--- src/rtl/dpram_fifo_ctrl.sv ---
// FIFO controller in front of a dual-port RAM: port A writes, port B reads.
// A 2-entry skid buffer absorbs the 1-cycle RAM read latency and keeps pops first-word-fall-through.
module dpram_fifo_ctrl #(
  parameter int AW = 8,
  parameter int DW = 16
) (
  input  logic          clk,
  input  logic          rst_n,
  input  logic          clr,
  input  logic          in_valid,
  output logic          in_ready,
  input  logic [DW-1:0] in_data,
  output logic          out_valid,
  input  logic          out_ready,
  output logic [DW-1:0] out_data,
  output logic [AW:0]   level,
  output logic          ena,
  output logic          wea,
  output logic [AW-1:0] addra,
  output logic [DW-1:0] data_i_a,
  output logic          enb,
  output logic          web,
  output logic [AW-1:0] addrb,
  input  logic [DW-1:0] data_o_b
);
  localparam logic [AW:0] DEPTH = (AW+1)'(1) << AW;

  logic [AW-1:0]        wr_ptr, rd_ptr;
  logic [AW:0]          ram_cnt;
  logic [1:0][DW-1:0]   skid;
  logic                 sk_head;
  logic [1:0]           sk_cnt;
  logic                 inflight;
  logic                 run, push, pop, rd;
  logic [2:0]           slots_free;

  // Nothing is issued to the RAM while reset or flush is being applied.
  assign run        = rst_n & ~clr;
  assign in_ready   = (ram_cnt != DEPTH);
  assign push       = run & in_valid & in_ready;
  assign out_valid  = (sk_cnt != 2'd0);
  assign pop        = out_valid & out_ready;
  assign slots_free = 3'd2 - {1'b0, sk_cnt} - {2'b0, inflight} + {2'b0, pop};
  assign rd         = run & (ram_cnt != '0) & (slots_free != 3'd0);

  assign ena      = push;
  assign wea      = push;
  assign addra    = wr_ptr;
  assign data_i_a = push ? in_data : '0;
  assign enb      = rd;
  assign web      = 1'b0;
  assign addrb    = rd_ptr;
  assign out_data = out_valid ? skid[sk_head] : '0;
  assign level    = ram_cnt + {{(AW-1){1'b0}}, sk_cnt} + {{AW{1'b0}}, inflight};

  always_ff @(posedge clk) begin
    if (!rst_n || clr) begin
      wr_ptr   <= '0;
      rd_ptr   <= '0;
      ram_cnt  <= '0;
      sk_head  <= 1'b0;
      sk_cnt   <= 2'd0;
      inflight <= 1'b0;
    end else begin
      if (push) wr_ptr <= wr_ptr + 1'b1;
      if (rd)   rd_ptr <= rd_ptr + 1'b1;
      case ({push, rd})
        2'b10:   ram_cnt <= ram_cnt + 1'b1;
        2'b01:   ram_cnt <= ram_cnt - 1'b1;
        default: ram_cnt <= ram_cnt;
      endcase
      inflight <= rd;
      // Returning word lands behind the current occupants; slot count is 0 or 1 here.
      if (inflight) skid[sk_head ^ sk_cnt[0]] <= data_o_b;
      if (pop) sk_head <= ~sk_head;
      sk_cnt <= 2'(sk_cnt + {1'b0, inflight} - {1'b0, pop});
    end
  end
endmodule
--- config.mk ---
export PLATFORM = sky130hd
export DESIGN_NAME = dpram_fifo_ctrl
export DESIGN_NICKNAME = d
export VERILOG_FILES = /design/src/rtl/dpram_fifo_ctrl.sv
export SDC_FILE = /design/constraint.sdc
export NUM_CORES = 1
export LEC_CHECK = 0
export ABC_AREA = 1
export CORE_MARGIN = 1
export CORE_UTILIZATION = 40
export CTS_BUF_LIST = sky130_fd_sc_hd__clkbuf_4
export CTS_CLUSTER_SIZE = 25
export DETAILED_ROUTE_END_ITERATION = 6
export HOLD_SLACK_MARGIN = 0.08
export PLACE_DENSITY = 0.72
export SKIP_LAST_GASP = 1
export SLEW_MARGIN = 20
export SYNTH_ARGS = -nofsm -noshare
export SYNTH_HDL_FRONTEND = slang
export SYNTH_SLANG_ARGS = --single-unit
--- constraint.sdc ---
create_clock -name clk -period 3.5 [get_ports clk]
set_input_delay 0.7 -clock clk [delete_from_list [all_inputs] [get_ports clk]]
set_output_delay 0.7 -clock clk [all_outputs]
set_load 0.05 [all_outputs]
==> results of run 1 <==
layout make-up:
type,instances,area [µm²]
Tap cell,105,131.4
Timing Repair Buffer,119,1321
Multi-Input combinational cell,291,1614
Clock buffer,9,67.56
Sequential cell,61,1541
Clock inverter,7,97.59
Fill cell,702,3291
Inverter,62,235.2
metrics by stage:
step | hold WS [ns] | setup WS (ns)
3_3_place_gp | 0.4806 | -0.1554
4_1_cts | 0.5085 | 0.06851
6_report | 0.5048 | 0.1661
2_1_floorplan | 0.5142 | 0.009035
3_5_place_dp | 0.4883 | -0.1582
5_1_grt | 0.5468 | 0.004863
logic make-up after synthesis:
| group | after synthesis | synth area share (%) |
|---|---|---|
| AOI/OAI and AO/OA | 48 | 7.667 |
| DFF | 61 | 44.56 |
| and+or+nand+nor | 207 | 26.91 |
| buffers and inverters | 74 | 9.077 |
| adders and majority gates | 18 | 7.378 |
| other | 1 | 0.1084 |
| xor gates and xnor gates | 17 | 4.304 |
flip-flops by register name, summed over array words and instances (netlist names):
register,flops
sk_head,1
addrb,8
addra,8
skid,32
ram_cnt,9
sk_cnt,2
inflight,1
power breakdown:
group	switching, W	internal (W)	total (W)
Sequential	0.0000168	0.000765	0.000782
Combinational	0.000245	0.000173	0.000418
Clock	0.000284	0.000291	0.000576
worst min-delay path by stage:
stage                      to  depth (start not counted)  slack, ns
finish               addra[7]                          2       0.50
global route         addrb[7]                          2       0.55
CTS                  addra[7]                          2       0.51
detailed placement   addra[7]                          2       0.49
global placement     addra[7]                          2       0.48
floorplan           sk_cnt[1]                          2       0.51
tightest hold or removal path: stages (launching register included):
cell and delay [ns]:
dfxtp_1 0.35, nand2_1 0.07, a21oi_1 0.06
cells in the final DEF, fill, tap and decap left out, types with 2 or more instances in the layout:
| cell type | n |
|---|---|
| or2_2 | 2 |
| nand2_2 | 2 |
| clkdlybuf4s50_1 | 73 |
| nor2_1 | 42 |
| edfxtp_1 | 32 |
| nand3_2 | 2 |
| o21ai_0 | 8 |
| buf_12 | 19 |
| inv_1 | 58 |
| nand3_1 | 33 |
| nor2_4 | 2 |
| nand2_4 | 3 |
| a21oi_1 | 36 |
| xnor2_1 | 8 |
| nand2_1 | 108 |
| fa_1 | 4 |
| inv_2 | 2 |
| nor2_2 | 2 |
| ha_1 | 13 |
| clkbuf_4 | 9 |
| bufinv_16 | 2 |
| clkinvlp_4 | 2 |
| o211ai_1 | 2 |
| nand3b_1 | 8 |
| xor2_1 | 9 |
| dfxtp_1 | 29 |
| dlygate4sd2_1 | 2 |
| buf_4 | 24 |
metal layers:
layer | share of wire, % | vias up
li1 | - | 1594
met1 | 43 | 1436
met2 | 48 | 110
met3 | 8.4 | 5
met4 | 0.56 | 0
met5 | 0 | -
what timing repair did:
action	CTS	global route
hold buffers	0	0
endpoints found under the setup margin	2	1
pin swaps	0	0
resized for setup	2	1
==> report_table.html, run 1 <==
<table>
<tr><th>Metric</th><th>Value</th></tr>
<tr><th colspan="2">Layout</th></tr>
<tr><td>Growth of design area from synthesis to finish</td><td>44.77%</td></tr>
<tr><td>Share of post-route cells with drive strength above 1</td><td>14.57%</td></tr>
<tr><td>Final antenna diode count</td><td>0</td></tr>
<tr><td>Final net count</td><td>599</td></tr>
<tr><td>Finished layout cell area</td><td>5009 µm²</td></tr>
<tr><td>Final core area utilization</td><td>60.35%</td></tr>
<tr><td>Fin cells</td><td>654</td></tr>
<tr><th colspan="2">CTS</th></tr>
<tr><td>CTS H-Tree Depth</td><td>3</td></tr>
<tr><td>Number of clock sinks</td><td>61</td></tr>
<tr><td>Clock-pin slew on the worst setup and hold paths</td><td>0.12 ns</td></tr>
<tr><td>Total clock buffers created by CTS</td><td>9</td></tr>
<tr><td>Clock root buffer</td><td>clkbuf_4</td></tr>
<tr><td>Clock tree from TritonCTS</td><td>built</td></tr>
<tr><td>Clock latency reported for the late side of the worst-skew pair</td><td>0.42 ns</td></tr>
<tr><td>Worst-case clock buffer depth</td><td>2</td></tr>
<tr><td>Number of buffers inserted to repair setup after CTS</td><td>0</td></tr>
<tr><th colspan="2">Route</th></tr>
<tr><td>Vias/cell</td><td>4.809</td></tr>
<tr><td>Post-detailed-route DRC marker count</td><td>0</td></tr>
<tr><td>Drt first pass iters</td><td>4</td></tr>
<tr><td>Per-cell routed wire length</td><td>12.51 µm</td></tr>
<tr><td>Initial DRC Count</td><td>106</td></tr>
<tr><td>Via count</td><td>3145</td></tr>
<tr><td>Routed Wire Length</td><td>8.182 mm</td></tr>
<tr><td>Number of nets with antenna violations after detailed routing</td><td>0</td></tr>
<tr><th colspan="2">Global routing</th></tr>
<tr><td>Initial antenna violation count</td><td>0</td></tr>
<tr><td>Met1 track demand over resource in global routing</td><td>23.05%</td></tr>
<tr><td>Largest net degree at the start of global routing</td><td>27</td></tr>
<tr><td>Most Crowded Layer GR</td><td>met2</td></tr>
<tr><td>Met2 capacity usage during global routing</td><td>32.37%</td></tr>
<tr><td>GRT Total Usage</td><td>19.14%</td></tr>
<tr><td>Global route overflow</td><td>0</td></tr>
<tr><td>First-pass GRT wire length</td><td>13.41 mm</td></tr>
<tr><td>Number of global-route vias before repair</td><td>3019</td></tr>
<tr><td>Global Route met3 Usage</td><td>5.475%</td></tr>
<tr><th colspan="2">Power and ir drop</th></tr>
<tr><td>Leakage</td><td>2.206 nW</td></tr>
<tr><td>Power, Total</td><td>0.001775 W</td></tr>
<tr><td>Peak supply drop</td><td>0.0001596 V</td></tr>
<tr><td>Pwr per Cell Area</td><td>354.4 nW/µm²</td></tr>
<tr><th colspan="2">Floorplan</th></tr>
<tr><td>Die area</td><td>9025 µm²</td></tr>
<tr><td>Top Ports</td><td>100</td></tr>
<tr><td>Initial Util</td><td>41.69%</td></tr>
<tr><td># rows</td><td>33</td></tr>
<tr><td>CORE AREA</td><td>8299 µm²</td></tr>
<tr><td>Horizontal die dimension</td><td>95 µm</td></tr>
<tr><td>Floorplan die height</td><td>95 µm</td></tr>
<tr><th colspan="2">STA</th></tr>
<tr><td>Post-route fraction of the period consumed by the critical path</td><td>95.25%</td></tr>
<tr><td>Transition time at the pin with the least slew margin</td><td>0.5492 ns</td></tr>
<tr><td>RSZ-0062 raised after global routing</td><td>false</td></tr>
<tr><td>Final-report hold violation count</td><td>0</td></tr>
<tr><td>Count of final setup violators</td><td>0</td></tr>
<tr><td>Pins Over Slew Limit</td><td>0</td></tr>
<tr><td>Final Critical Period</td><td>3.334 ns</td></tr>
<tr><td>Accumulated negative setup slack</td><td>0 ns</td></tr>
<tr><td>Highest achievable clock rate</td><td>0.3000 GHz</td></tr>
<tr><td>Worst clock skew on the final layout</td><td>0.02078 ns</td></tr>
<tr><td>Max-slew headroom at the worst pin</td><td>63.27%</td></tr>
<tr><th colspan="2">Critical path</th></tr>
<tr><td>Source of the critical timing path</td><td>ram_cnt[0]</td></tr>
<tr><td>Register-to-register setup slack</td><td>0.35 ns</td></tr>
<tr><td>Worst endpoint data arrival time</td><td>2.63 ns</td></tr>
<tr><td>Crit-path slowest cell</td><td>clkdlybuf4s50_1</td></tr>
<tr><td>Count of cell instances traversed by the critical path</td><td>7</td></tr>
<tr><td>Cell family with the largest share of critical-path delay</td><td>buffers and inverters</td></tr>
<tr><td>Max FO, Critical Path</td><td>4</td></tr>
<tr><td>Buffers and inverters on the worst path</td><td>3</td></tr>
<tr><td>Endpoint of the lowest-slack register-to-register path</td><td>ram_cnt[7]</td></tr>
<tr><td>Classification of the worst setup path</td><td>reg -&gt; out</td></tr>
<tr><td>Required time of the critical path</td><td>2.80 ns</td></tr>
<tr><td>Critical path cell sequence</td><td>inv_1 -&gt; fa_1 -&gt; inv_1 -&gt; nand3_1 -&gt; nand2_1 -&gt; xor2_1 -&gt; clkdlybuf4s50_1</td></tr>
<tr><td>Kind of launch point of the worst setup path</td><td>flop</td></tr>
<tr><td>Most used cell, CP</td><td>inv_1</td></tr>
<tr><td>Crit. End Element</td><td>output pin</td></tr>
<tr><td>Maximum single-stage delay on the critical path</td><td>0.82 ns</td></tr>
<tr><td>Beginning of the worst register-to-register path</td><td>sk_cnt[1]</td></tr>
<tr><td>Depth of the worst register-to-register path</td><td>19</td></tr>
<tr><td>Crit path capture</td><td>level[3]</td></tr>
<tr><th colspan="2">Yosys</th></tr>
<tr><td>Cell taking the most area after synthesis</td><td>edfxtp_1</td></tr>
<tr><td>Most used standard cells in the synthesized netlist</td><td>nand2_1 (108), inv_1 (59), nor2_1 (43)</td></tr>
<tr><td>Number of flops mapped to enable cells by yosys</td><td>32</td></tr>
<tr><td>Primary flip-flop cell chosen by synthesis mapping</td><td>edfxtp_1</td></tr>
<tr><td>Share of async-settable or async-resettable flops after synthesis</td><td>0%</td></tr>
<tr><td>Share of synthesized area occupied by flip-flops and latches</td><td>44.56%</td></tr>
<tr><td>Most frequent cell after synthesis</td><td>nand2_1</td></tr>
<tr><td>Post-synthesis instance area</td><td>3460 µm²</td></tr>
<tr><td>Top cells by area in the synthesized netlist</td><td>edfxtp_1 (28%), dfxtp_1 (17%), nand2_1 (12%)</td></tr>
<tr><td>Syn Nets</td><td>481</td></tr>
<tr><td>Cell count after synthesis</td><td>426</td></tr>
<tr><td>Register bit total from synthesis</td><td>61</td></tr>
<tr><td>Fraction of synthesized cell area taken by the top area cell type</td><td>27.78%</td></tr>
<tr><td>Count of distinct cell types in the synthesized netlist</td><td>34</td></tr>
<tr><td>Synthesis warning total</td><td>0</td></tr>
<tr><td>Mapped Avg Cell Area</td><td>8.121 µm²</td></tr>
<tr><th colspan="2">Job</th></tr>
<tr><td>Max-cap violations</td><td>0</td></tr>
<tr><th colspan="2">Placement</th></tr>
<tr><td>Placed Cells</td><td>638</td></tr>
<tr><td>Post-Place Cell Area</td><td>4843 µm²</td></tr>
<tr><td>Number of port buffers</td><td>98</td></tr>
<tr><td>GP Congestion</td><td>0.8446</td></tr>
<tr><td>Detailed placement HPWL</td><td>6.044 mm</td></tr>
<tr><th colspan="2">Min path</th></tr>
<tr><td>Min-delay worst type</td><td>reg -&gt; reg</td></tr>
<tr><td>Start point of the worst min-delay path</td><td>addra[7]</td></tr>
<tr><th colspan="2">Status</th></tr>
<tr><td>Status</td><td>completed</td></tr>
</table>
(Power assumes the default switching activity.)
==> run 2: changes to the inputs <==
CORE_ASPECT_RATIO = 0.8   (was not set)
CTS_CLUSTER_SIZE = 20   (was 25)
==> run 2 against run 1 <==
  * Cell count grew 0.31%
  * Sequential share of layout area is the same
  * Critical path depth is the same
  * Clock power shrank 1%
  * Worst hold slack gained 0.0032 ns
  * Core utilization grew 1.0 points
  * Combinational power is essentially flat
  * Non-clock buffer count shrank 1
  * Clock skew shrank 0.0039 ns
  * Die area is essentially flat
  * Register-to-register slack gained 0.06 ns
  * Critical path type unchanged
  * Critical endpoint unchanged
  * Largest cell class unchanged
  * Highest routed layer unchanged
==> report_table.html, run 2 (same netlist as run 1, synthesis figures left out) <==
<table>
<tr><th>Metric</th><th>Value</th></tr>
<tr><th colspan="2">STA</th></tr>
<tr><td>RSZ-0062 raised after global routing</td><td>false</td></tr>
<tr><td>Final Critical Period</td><td>3.284 ns (-0.05008 ns)</td></tr>
<tr><td>Post-route fraction of the period consumed by the critical path</td><td>93.82% (-1.4 points)</td></tr>
<tr><td>Transition time at the pin with the least slew margin</td><td>0.6130 ns (+0.06383 ns)</td></tr>
<tr><td>Max-slew headroom at the worst pin</td><td>58.91% (-4.4 points)</td></tr>
<tr><td>Minimum setup slack in the final design</td><td>0.2162 ns (+0.05008 ns)</td></tr>
<tr><td>Worst clock skew on the final layout</td><td>0.01688 ns (-0.003903 ns)</td></tr>
<tr><td>Pins Over Slew Limit</td><td>0 (unchanged)</td></tr>
<tr><td>Final-report hold violation count</td><td>0 (unchanged)</td></tr>
<tr><td>Worst slack on hold paths</td><td>0.5079 ns (+0.003172 ns)</td></tr>
<tr><td>Highest achievable clock rate</td><td>0.3045 GHz (+1.5%)</td></tr>
<tr><td>Count of final setup violators</td><td>0 (unchanged)</td></tr>
<tr><th colspan="2">Critical path</th></tr>
<tr><td>Register-to-register setup slack</td><td>0.41 ns (+0.06 ns)</td></tr>
<tr><td>Beginning of the worst register-to-register path</td><td>sk_cnt[1]</td></tr>
<tr><td>Classification of the worst setup path</td><td>reg -&gt; out</td></tr>
<tr><td>Maximum single-stage delay on the critical path</td><td>0.81 ns (about the same)</td></tr>
<tr><td>Depth of the worst register-to-register path</td><td>19 (unchanged)</td></tr>
<tr><td>Kind of launch point of the worst setup path</td><td>flop</td></tr>
<tr><td>Endpoint of the lowest-slack register-to-register path</td><td>ram_cnt[7]</td></tr>
<tr><td>Required time of the critical path</td><td>2.80 ns (about the same)</td></tr>
<tr><td>Critical path cell sequence</td><td>inv_1 -&gt; fa_1 -&gt; inv_1 -&gt; nand3_1 -&gt; nand2_1 -&gt; xor2_1 -&gt; clkdlybuf4s50_1</td></tr>
<tr><td>Max FO, Critical Path</td><td>4 (unchanged)</td></tr>
<tr><td>Crit. End Element</td><td>output pin</td></tr>
<tr><td>Most used cell, CP</td><td>inv_1</td></tr>
<tr><td>Crit-path slowest cell</td><td>clkdlybuf4s50_1</td></tr>
<tr><td>Worst endpoint data arrival time</td><td>2.58 ns (-0.05 ns)</td></tr>
<tr><th colspan="2">Global routing</th></tr>
<tr><td>Largest net degree at the start of global routing</td><td>27 (unchanged)</td></tr>
<tr><td>Initial antenna violation count</td><td>0 (unchanged)</td></tr>
<tr><td>Global route overflow</td><td>0 (unchanged)</td></tr>
<tr><td>Global Route met3 Usage</td><td>5.453% (-0.022 points)</td></tr>
<tr><td>Most Crowded Layer GR</td><td>met2</td></tr>
<tr><td>Met2 capacity usage during global routing</td><td>34.05% (+1.7 points)</td></tr>
<tr><td>GRT Total Usage</td><td>20.16% (+1.0 points)</td></tr>
<tr><td>First-pass GRT wire length</td><td>14.23 mm (+6.2%)</td></tr>
<tr><td>Number of global-route vias before repair</td><td>2986 (-1.1%)</td></tr>
<tr><td>Met1 track demand over resource in global routing</td><td>25.90% (+2.9 points)</td></tr>
<tr><th colspan="2">Route</th></tr>
<tr><td>Routed Wire Length</td><td>8.462 mm (+3.4%)</td></tr>
<tr><td>Per-cell routed wire length</td><td>12.90 µm (+3.1%)</td></tr>
<tr><td>Number of nets with antenna violations after detailed routing</td><td>0 (unchanged)</td></tr>
<tr><td>Via count</td><td>3107 (-1.2%)</td></tr>
<tr><td>Vias/cell</td><td>4.736 (-1.5%)</td></tr>
<tr><td>Initial DRC Count</td><td>122 (+15%)</td></tr>
<tr><td>Drt first pass iters</td><td>5 (+1)</td></tr>
<tr><td>Post-detailed-route DRC marker count</td><td>0 (unchanged)</td></tr>
<tr><th colspan="2">Power and ir drop</th></tr>
<tr><td>Clock share of power</td><td>32.1% (-0.3 points)</td></tr>
<tr><td>Net switching power figure</td><td>0.0005410 W (-0.88%)</td></tr>
<tr><td>Switching power share of the total</td><td>30.54% (-0.21 points)</td></tr>
<tr><td>Pwr per Cell Area</td><td>353.7 nW/µm² (-0.21%)</td></tr>
<tr><td>Peak supply drop</td><td>0.0002822 V (+77%)</td></tr>
<tr><td>Power Internal</td><td>0.001231 W (about the same)</td></tr>
<tr><td>Sequential group share of total power</td><td>44.2% (about the same)</td></tr>
<tr><td>Leakage</td><td>2.200 nW (-0.29%)</td></tr>
<tr><td>Part of the power in combinational logic</td><td>23.7% (+0.2 points)</td></tr>
<tr><th colspan="2">CTS</th></tr>
<tr><td>Clock latency reported for the late side of the worst-skew pair</td><td>0.40 ns (-0.02 ns)</td></tr>
<tr><td>Number of clock sinks</td><td>61 (unchanged)</td></tr>
<tr><td>Worst-case clock buffer depth</td><td>2 (unchanged)</td></tr>
<tr><td>Clock tree from TritonCTS</td><td>built</td></tr>
<tr><td>Clock root buffer</td><td>clkbuf_4</td></tr>
<tr><td>CTS H-Tree Depth</td><td>3 (unchanged)</td></tr>
<tr><td>Total clock buffers created by CTS</td><td>9 (unchanged)</td></tr>
<tr><td>Clock-pin slew on the worst setup and hold paths</td><td>0.11 ns (about the same)</td></tr>
<tr><td>Number of buffers inserted to repair setup after CTS</td><td>0 (unchanged)</td></tr>
<tr><th colspan="2">Min path</th></tr>
<tr><td>Start point of the worst min-delay path</td><td>addra[7]</td></tr>
<tr><td>Number of cells on the worst hold path</td><td>2 (unchanged)</td></tr>
<tr><td>Hold-critical path endpoint</td><td>addra[7]</td></tr>
<tr><td>Min-delay worst type</td><td>reg -&gt; reg</td></tr>
<tr><th colspan="2">Layout</th></tr>
<tr><td>Filler instances</td><td>702 (unchanged)</td></tr>
<tr><td>Commonest non-fill, non-tap cell in the layout</td><td>nand2_1</td></tr>
<tr><td>Growth of design area from synthesis to finish</td><td>44.77% (unchanged)</td></tr>
<tr><td>Sequential standard cell area</td><td>1541 µm² (unchanged)</td></tr>
<tr><td>Commonest cells after routing, fill and taps aside</td><td>nand2_1 (108), clkdlybuf4s50_1 (73), inv_1 (58)</td></tr>
<tr><td>Fin cells</td><td>656 (+0.31%)</td></tr>
<tr><td>Area of the multi-input gates</td><td>1614 µm² (unchanged)</td></tr>
<tr><td>Final antenna diode count</td><td>0 (unchanged)</td></tr>
<tr><td>Number of flip-flops under the largest register name</td><td>32 (unchanged)</td></tr>
<tr><td>Finished layout cell area</td><td>5009 µm² (unchanged)</td></tr>
<tr><td>Final net count</td><td>598 (-0.17%)</td></tr>
<tr><td>Share of post-route cells with drive strength above 1</td><td>14.60% (+0.027 points)</td></tr>
<tr><th colspan="2">Floorplan</th></tr>
<tr><td>Die area</td><td>9027 µm² (about the same)</td></tr>
<tr><td>Top Ports</td><td>100 (unchanged)</td></tr>
<tr><td>Horizontal die dimension</td><td>106.0 µm (+12%)</td></tr>
<tr><td>CORE AREA</td><td>8164 µm² (-1.6%)</td></tr>
<tr><td>Floorplan die height</td><td>85.18 µm (-10%)</td></tr>
<tr><td>Initial Util</td><td>42.38% (+0.69 points)</td></tr>
<tr><td># rows</td><td>29 (-12%)</td></tr>
<tr><th colspan="2">Placement</th></tr>
<tr><td>Post-Place Worst Slack</td><td>-0.1836 ns (-0.02546 ns)</td></tr>
<tr><td>Detailed placement HPWL</td><td>6.299 mm (+4.2%)</td></tr>
<tr><td>Post-Place Cell Area</td><td>4840 µm² (about the same)</td></tr>
<tr><td>GP Congestion</td><td>0.8545 (+1.2%)</td></tr>
<tr><td>Number of port buffers</td><td>98 (unchanged)</td></tr>
<tr><td>Placed Cells</td><td>640 (+0.31%)</td></tr>
<tr><th colspan="2">Status</th></tr>
<tr><td>Status</td><td>completed</td></tr>
<tr><th colspan="2">Job</th></tr>
<tr><td>Max-cap violations</td><td>0 (unchanged)</td></tr>
</table>
run 2: through the flow:
stage | total power (W) | setup TNS, ns | utilization, %
3_5_place_dp | 0.001217 | -0.8945 | 59.28
2_1_floorplan | 0.001046 | 0 | -
3_3_place_gp | 0.001211 | -0.4148 | 59.28
5_1_grt | 0.001857 | 0 | 61.35
4_1_cts | 0.001788 | 0 | 61.27
6_report | 0.001772 | 0 | 61.35
run 2: critical path, delay by kind of cell (launching register included):
kind	cells	cell delay (ns)
flops	1	0.42
xor+xnor	1	0.14
fa+ha+maj	1	0.42
simple gates	2	0.18
buf+inv	3	1.02
run 2: layer usage:
metal | part of all wire, % | wire (µm) | vias to the layer above
met5 | 0 | 0 | -
met4 | 0.69 | 58 | 0
met3 | 4.8 | 403 | 4
met2 | 49 | 4140 | 86
met1 | 46 | 3860 | 1426
li1 | - | - | 1591
run 2: layout make-up:
| type | instances | share of cell area (%) |
|---|---|---|
| sequential | 61 | 30.78 |
| timing repair buffer | 118 | 26.23 |
| multi-input combinational | 291 | 32.23 |
| clock buffer | 9 | 1.349 |
| tap | 108 | 2.698 |
| inverter | 62 | 4.771 |
| clock inverter | 7 | 1.949 |
run 2: power by group through the flow:
stage | logic [W] | registers (W) | clock network [W]
2_1_floorplan | 0.000247 | 0.000800 | 0
3_3_place_gp | 0.000413 | 0.000798 | 0
3_5_place_dp | 0.000419 | 0.000799 | 0
4_1_cts | 0.000421 | 0.000782 | 0.000585
5_1_grt | 0.000452 | 0.000785 | 0.000620
6_report | 0.000420 | 0.000783 | 0.000569
run 2: how the worst max path moves through the flow:
| stage | startpoint | end | slack (ns) | cells after the start |
|---|---|---|---|---|
| global route | sk_cnt[0] | level[3] | 0.05 | 7 |
| global placement | out_ready | ram_cnt[7] | -0.10 | 18 |
| CTS | ram_cnt[0] | level[2] | 0.09 | 6 |
| finish | ram_cnt[0] | level[3] | 0.22 | 7 |
| floorplan | sk_cnt[0] | ram_cnt[7] | 0.009 | 19 |
| detailed placement | out_ready | ram_cnt[7] | -0.18 | 18 |
run 2: timing repair:
action | CTS | global route
gates resized for setup | 2 | 2
hold buffers | 0 | 0
setup endpoints to repair | 2 | 4
pin swaps | 0 | 0
==> run 3: changes to the inputs <==
MAX_ROUTING_LAYER = met4   (was not set)
==> run 3 against run 2 <==
  * Combinational power about the same
  * Total power up 8.4%
  * Final area up 0.80%
  * Global-route usage up 0.26 points
  * Count of clock-buffer cells in the layout unchanged
  * Routed wire length up 0.28%
  * Sequential power about the same
  * Die area unchanged
  * Worst setup slack worse by 0.038 ns
  * Worst hold slack worse by 0.0078 ns
  * Sequential share of layout area down 0.24 points
  * Critical endpoint is now level[1]
  * Largest power group unchanged
==> report_table.html, run 3 (same netlist as run 1, synthesis figures left out) <==
<table>
<tr><th>Metric</th><th>Value</th></tr>
<tr><th colspan="2">Status</th></tr>
<tr><td>Status</td><td>completed</td></tr>
<tr><th colspan="2">Route</th></tr>
<tr><td>Initial DRC Count</td><td>146 (+20%)</td></tr>
<tr><td>Vias/cell</td><td>4.669 (-1.4%)</td></tr>
<tr><td>Routed Wire Length</td><td>8.486 mm (+0.28%)</td></tr>
<tr><td>Per-cell routed wire length</td><td>12.96 µm (+0.44%)</td></tr>
<tr><td>Post-detailed-route DRC marker count</td><td>0 (unchanged)</td></tr>
<tr><td>Via count</td><td>3058 (-1.6%)</td></tr>
<tr><td>Drt first pass iters</td><td>4 (-1)</td></tr>
<tr><td>Number of nets with antenna violations after detailed routing</td><td>0 (unchanged)</td></tr>
<tr><th colspan="2">Layout</th></tr>
<tr><td>Share of post-route cells with drive strength above 1</td><td>14.26% (-0.34 points)</td></tr>
<tr><td>Finished layout cell area</td><td>5049 µm² (+0.80%)</td></tr>
<tr><td>Growth of design area from synthesis to finish</td><td>45.93%</td></tr>
<tr><td>Final net count</td><td>597 (-0.17%)</td></tr>
<tr><td>Number of flip-flops under the largest register name</td><td>32 (unchanged)</td></tr>
<tr><td>Final antenna diode count</td><td>0 (unchanged)</td></tr>
<tr><td>Commonest non-fill, non-tap cell in the layout</td><td>nand2_1</td></tr>
<tr><td>Commonest cells after routing, fill and taps aside</td><td>nand2_1 (108), clkdlybuf4s50_1 (72), inv_1 (58)</td></tr>
<tr><th colspan="2">Critical path</th></tr>
<tr><td>Required time of the critical path</td><td>2.80 ns (about the same)</td></tr>
<tr><td>Worst endpoint data arrival time</td><td>2.62 ns (+0.04 ns)</td></tr>
<tr><td>Cell family with the largest share of critical-path delay</td><td>buffers and inverters</td></tr>
<tr><td>Maximum single-stage delay on the critical path</td><td>0.71 ns (-0.10 ns)</td></tr>
<tr><td>Endpoint of the lowest-slack register-to-register path</td><td>ram_cnt[7]</td></tr>
<tr><td>Register-to-register setup slack</td><td>0.34 ns (-0.07 ns)</td></tr>
<tr><td>Depth of the worst register-to-register path</td><td>19 (unchanged)</td></tr>
<tr><td>Max FO, Critical Path</td><td>4 (unchanged)</td></tr>
<tr><td>Kind of launch point of the worst setup path</td><td>flop</td></tr>
<tr><td>Critical path cell sequence</td><td>inv_1 -&gt; fa_1 -&gt; inv_1 -&gt; fa_1 -&gt; clkdlybuf4s50_1</td></tr>
<tr><td>Source of the critical timing path</td><td>ram_cnt[0]</td></tr>
<tr><td>Crit path capture</td><td>level[1]</td></tr>
<tr><td>Crit-path slowest cell</td><td>clkdlybuf4s50_1</td></tr>
<tr><td>Classification of the worst setup path</td><td>reg -&gt; out</td></tr>
<tr><td>Crit. End Element</td><td>output pin</td></tr>
<tr><td>Count of cell instances traversed by the critical path</td><td>5 (-2)</td></tr>
<tr><td>Beginning of the worst register-to-register path</td><td>sk_cnt[1]</td></tr>
<tr><td>Buffers and inverters on the worst path</td><td>3 (unchanged)</td></tr>
<tr><th colspan="2">STA</th></tr>
<tr><td>Count of final setup violators</td><td>0 (unchanged)</td></tr>
<tr><td>Highest achievable clock rate</td><td>0.3011 GHz (-1.1%)</td></tr>
<tr><td>Max-slew headroom at the worst pin</td><td>65.04% (+6.1 points)</td></tr>
<tr><td>Worst slack on hold paths</td><td>0.5001 ns (-0.007798 ns)</td></tr>
<tr><td>Final-report hold violation count</td><td>0 (unchanged)</td></tr>
<tr><td>Transition time at the pin with the least slew margin</td><td>0.5228 ns (-0.09022 ns)</td></tr>
<tr><td>Pins Over Slew Limit</td><td>0 (unchanged)</td></tr>
<tr><td>Worst clock skew on the final layout</td><td>0.01113 ns (-0.005750 ns)</td></tr>
<tr><td>RSZ-0062 raised after global routing</td><td>false</td></tr>
<tr><td>Post-route fraction of the period consumed by the critical path</td><td>94.91% (+1.1 points)</td></tr>
<tr><td>Accumulated negative setup slack</td><td>0 ns (unchanged)</td></tr>
<tr><td>Final Critical Period</td><td>3.322 ns (+0.03791 ns)</td></tr>
<tr><th colspan="2">Power and ir drop</th></tr>
<tr><td>Power Internal</td><td>0.001375 W (+12%)</td></tr>
<tr><td>Power, Total</td><td>0.001920 W (+8.4%)</td></tr>
<tr><td>Clock share of power</td><td>37.5% (+5.4 points)</td></tr>
<tr><td>Pwr per Cell Area</td><td>380.3 nW/µm² (+7.5%)</td></tr>
<tr><td>Part of the power in combinational logic</td><td>21.8% (-1.9 points)</td></tr>
<tr><td>Net switching power figure</td><td>0.0005452 W (+0.78%)</td></tr>
<tr><td>Peak supply drop</td><td>0.0002198 V (-22%)</td></tr>
<tr><td>Leakage</td><td>2.241 nW (+1.9%)</td></tr>
<tr><td>Sequential group share of total power</td><td>40.7% (-3.5 points)</td></tr>
<tr><td>Switching power share of the total</td><td>28.40% (-2.1 points)</td></tr>
<tr><th colspan="2">Floorplan</th></tr>
<tr><td>Floorplan die height</td><td>85.18 µm (unchanged)</td></tr>
<tr><td># rows</td><td>29 (unchanged)</td></tr>
<tr><td>Die area</td><td>9027 µm² (unchanged)</td></tr>
<tr><td>CORE AREA</td><td>8164 µm² (unchanged)</td></tr>
<tr><td>Initial Util</td><td>42.38% (unchanged)</td></tr>
<tr><td>Top Ports</td><td>100 (unchanged)</td></tr>
<tr><td>Horizontal die dimension</td><td>106.0 µm (unchanged)</td></tr>
<tr><th colspan="2">CTS</th></tr>
<tr><td>Clock-pin slew on the worst setup and hold paths</td><td>0.11 ns (about the same)</td></tr>
<tr><td>Clock latency reported for the late side of the worst-skew pair</td><td>0.41 ns (about the same)</td></tr>
<tr><td>Total clock buffers created by CTS</td><td>9 (unchanged)</td></tr>
<tr><td>Clock root buffer</td><td>clkbuf_4</td></tr>
<tr><td>CTS H-Tree Depth</td><td>3 (unchanged)</td></tr>
<tr><td>Worst-case clock buffer depth</td><td>2 (unchanged)</td></tr>
<tr><td>Clock tree from TritonCTS</td><td>built</td></tr>
<tr><td>Hold buffer count at cts</td><td>0 (unchanged)</td></tr>
<tr><td>Number of clock sinks</td><td>61 (unchanged)</td></tr>
<tr><th colspan="2">Min path</th></tr>
<tr><td>Min-delay worst type</td><td>reg -&gt; reg</td></tr>
<tr><th colspan="2">Placement</th></tr>
<tr><td>Detailed placement HPWL</td><td>6.395 mm (+1.5%)</td></tr>
<tr><td>Number of port buffers</td><td>98 (unchanged)</td></tr>
<tr><td>Post-Place Cell Area</td><td>4832 µm² (-0.16%)</td></tr>
<tr><td>GP Congestion</td><td>0.8543 (about the same)</td></tr>
<tr><th colspan="2">Global routing</th></tr>
<tr><td>Largest net degree at the start of global routing</td><td>27 (unchanged)</td></tr>
<tr><td>Number of global-route vias before repair</td><td>2998 (+0.40%)</td></tr>
<tr><td>Global route overflow</td><td>0 (unchanged)</td></tr>
<tr><td>GRT Total Usage</td><td>20.42% (+0.26 points)</td></tr>
<tr><td>Initial antenna violation count</td><td>0 (unchanged)</td></tr>
<tr><td>First-pass GRT wire length</td><td>14.14 mm (-0.67%)</td></tr>
<tr><th colspan="2">Job</th></tr>
<tr><td>Max-cap violations</td><td>0 (unchanged)</td></tr>
</table>
## run 3: cell type report
cell class,instances,area (µm²)
Sequential cell,61,1541
Fill cell,706,3115
Tap cell,108,135.1
Inverter,62,235.2
Clock buffer,9,67.56
Clock inverter,7,146.4
Multi-Input combinational cell,291,1614
Timing Repair Buffer,117,1309
## run 3: tightest hold or removal path, cell delays in order (launching register included)
cell and delay (ns):
dfxtp_1 0.35, nand3_2 0.07, nand2_1 0.04
## run 3: timing repair
| action | CTS | global route |
|---|---|---|
| pin swaps | 0 | 0 |
| buffers inserted | 0 | 0 |
| gates resized for setup | 2 | 2 |
| endpoints found under the setup margin | 2 | 2 |
## run 3: layer usage
layer / share of wire [%] / global-route usage [%]
met2: 48 / 32.74
met5: 0 / -
met1: 46 / 25.65
met3: 4.5 / 4.378
met4: 1.1 / 7.071
## run 3: worst min-delay path by stage
stage,from,to,slack (ns),depth (start not counted)
after floorplan,sk_cnt[1],sk_cnt[1],0.51,2
after CTS,addra[7],addra[7],0.51,2
after global placement,addrb[7],addrb[7],0.48,2
final,addra[1],addra[1],0.50,2
after global routing,addra[7],addra[7],0.54,2
after detailed placement,addrb[7],addrb[7],0.49,2
## run 3: power groups by stage
stage          clock network (W)  registers (W)  logic (W)
2_1_floorplan                  0       0.000800   0.000247
3_3_place_gp                   0       0.000797   0.000413
3_5_place_dp                   0       0.000798   0.000420
4_1_cts                 0.000737       0.000782   0.000421
5_1_grt                 0.000765       0.000785   0.000450
6_report                0.000719       0.000782   0.000418
## run 3: through the flow
step	cells	setup slack [ns]	util, %
final	655	0.1783	61.84
after CTS	655	0.06378	61.78
after detailed placement	639	-0.1998	59.19
after global routing	655	0.05979	61.84
after floorplan	426	0.009035	-
after global placement	639	-0.09830	59.19
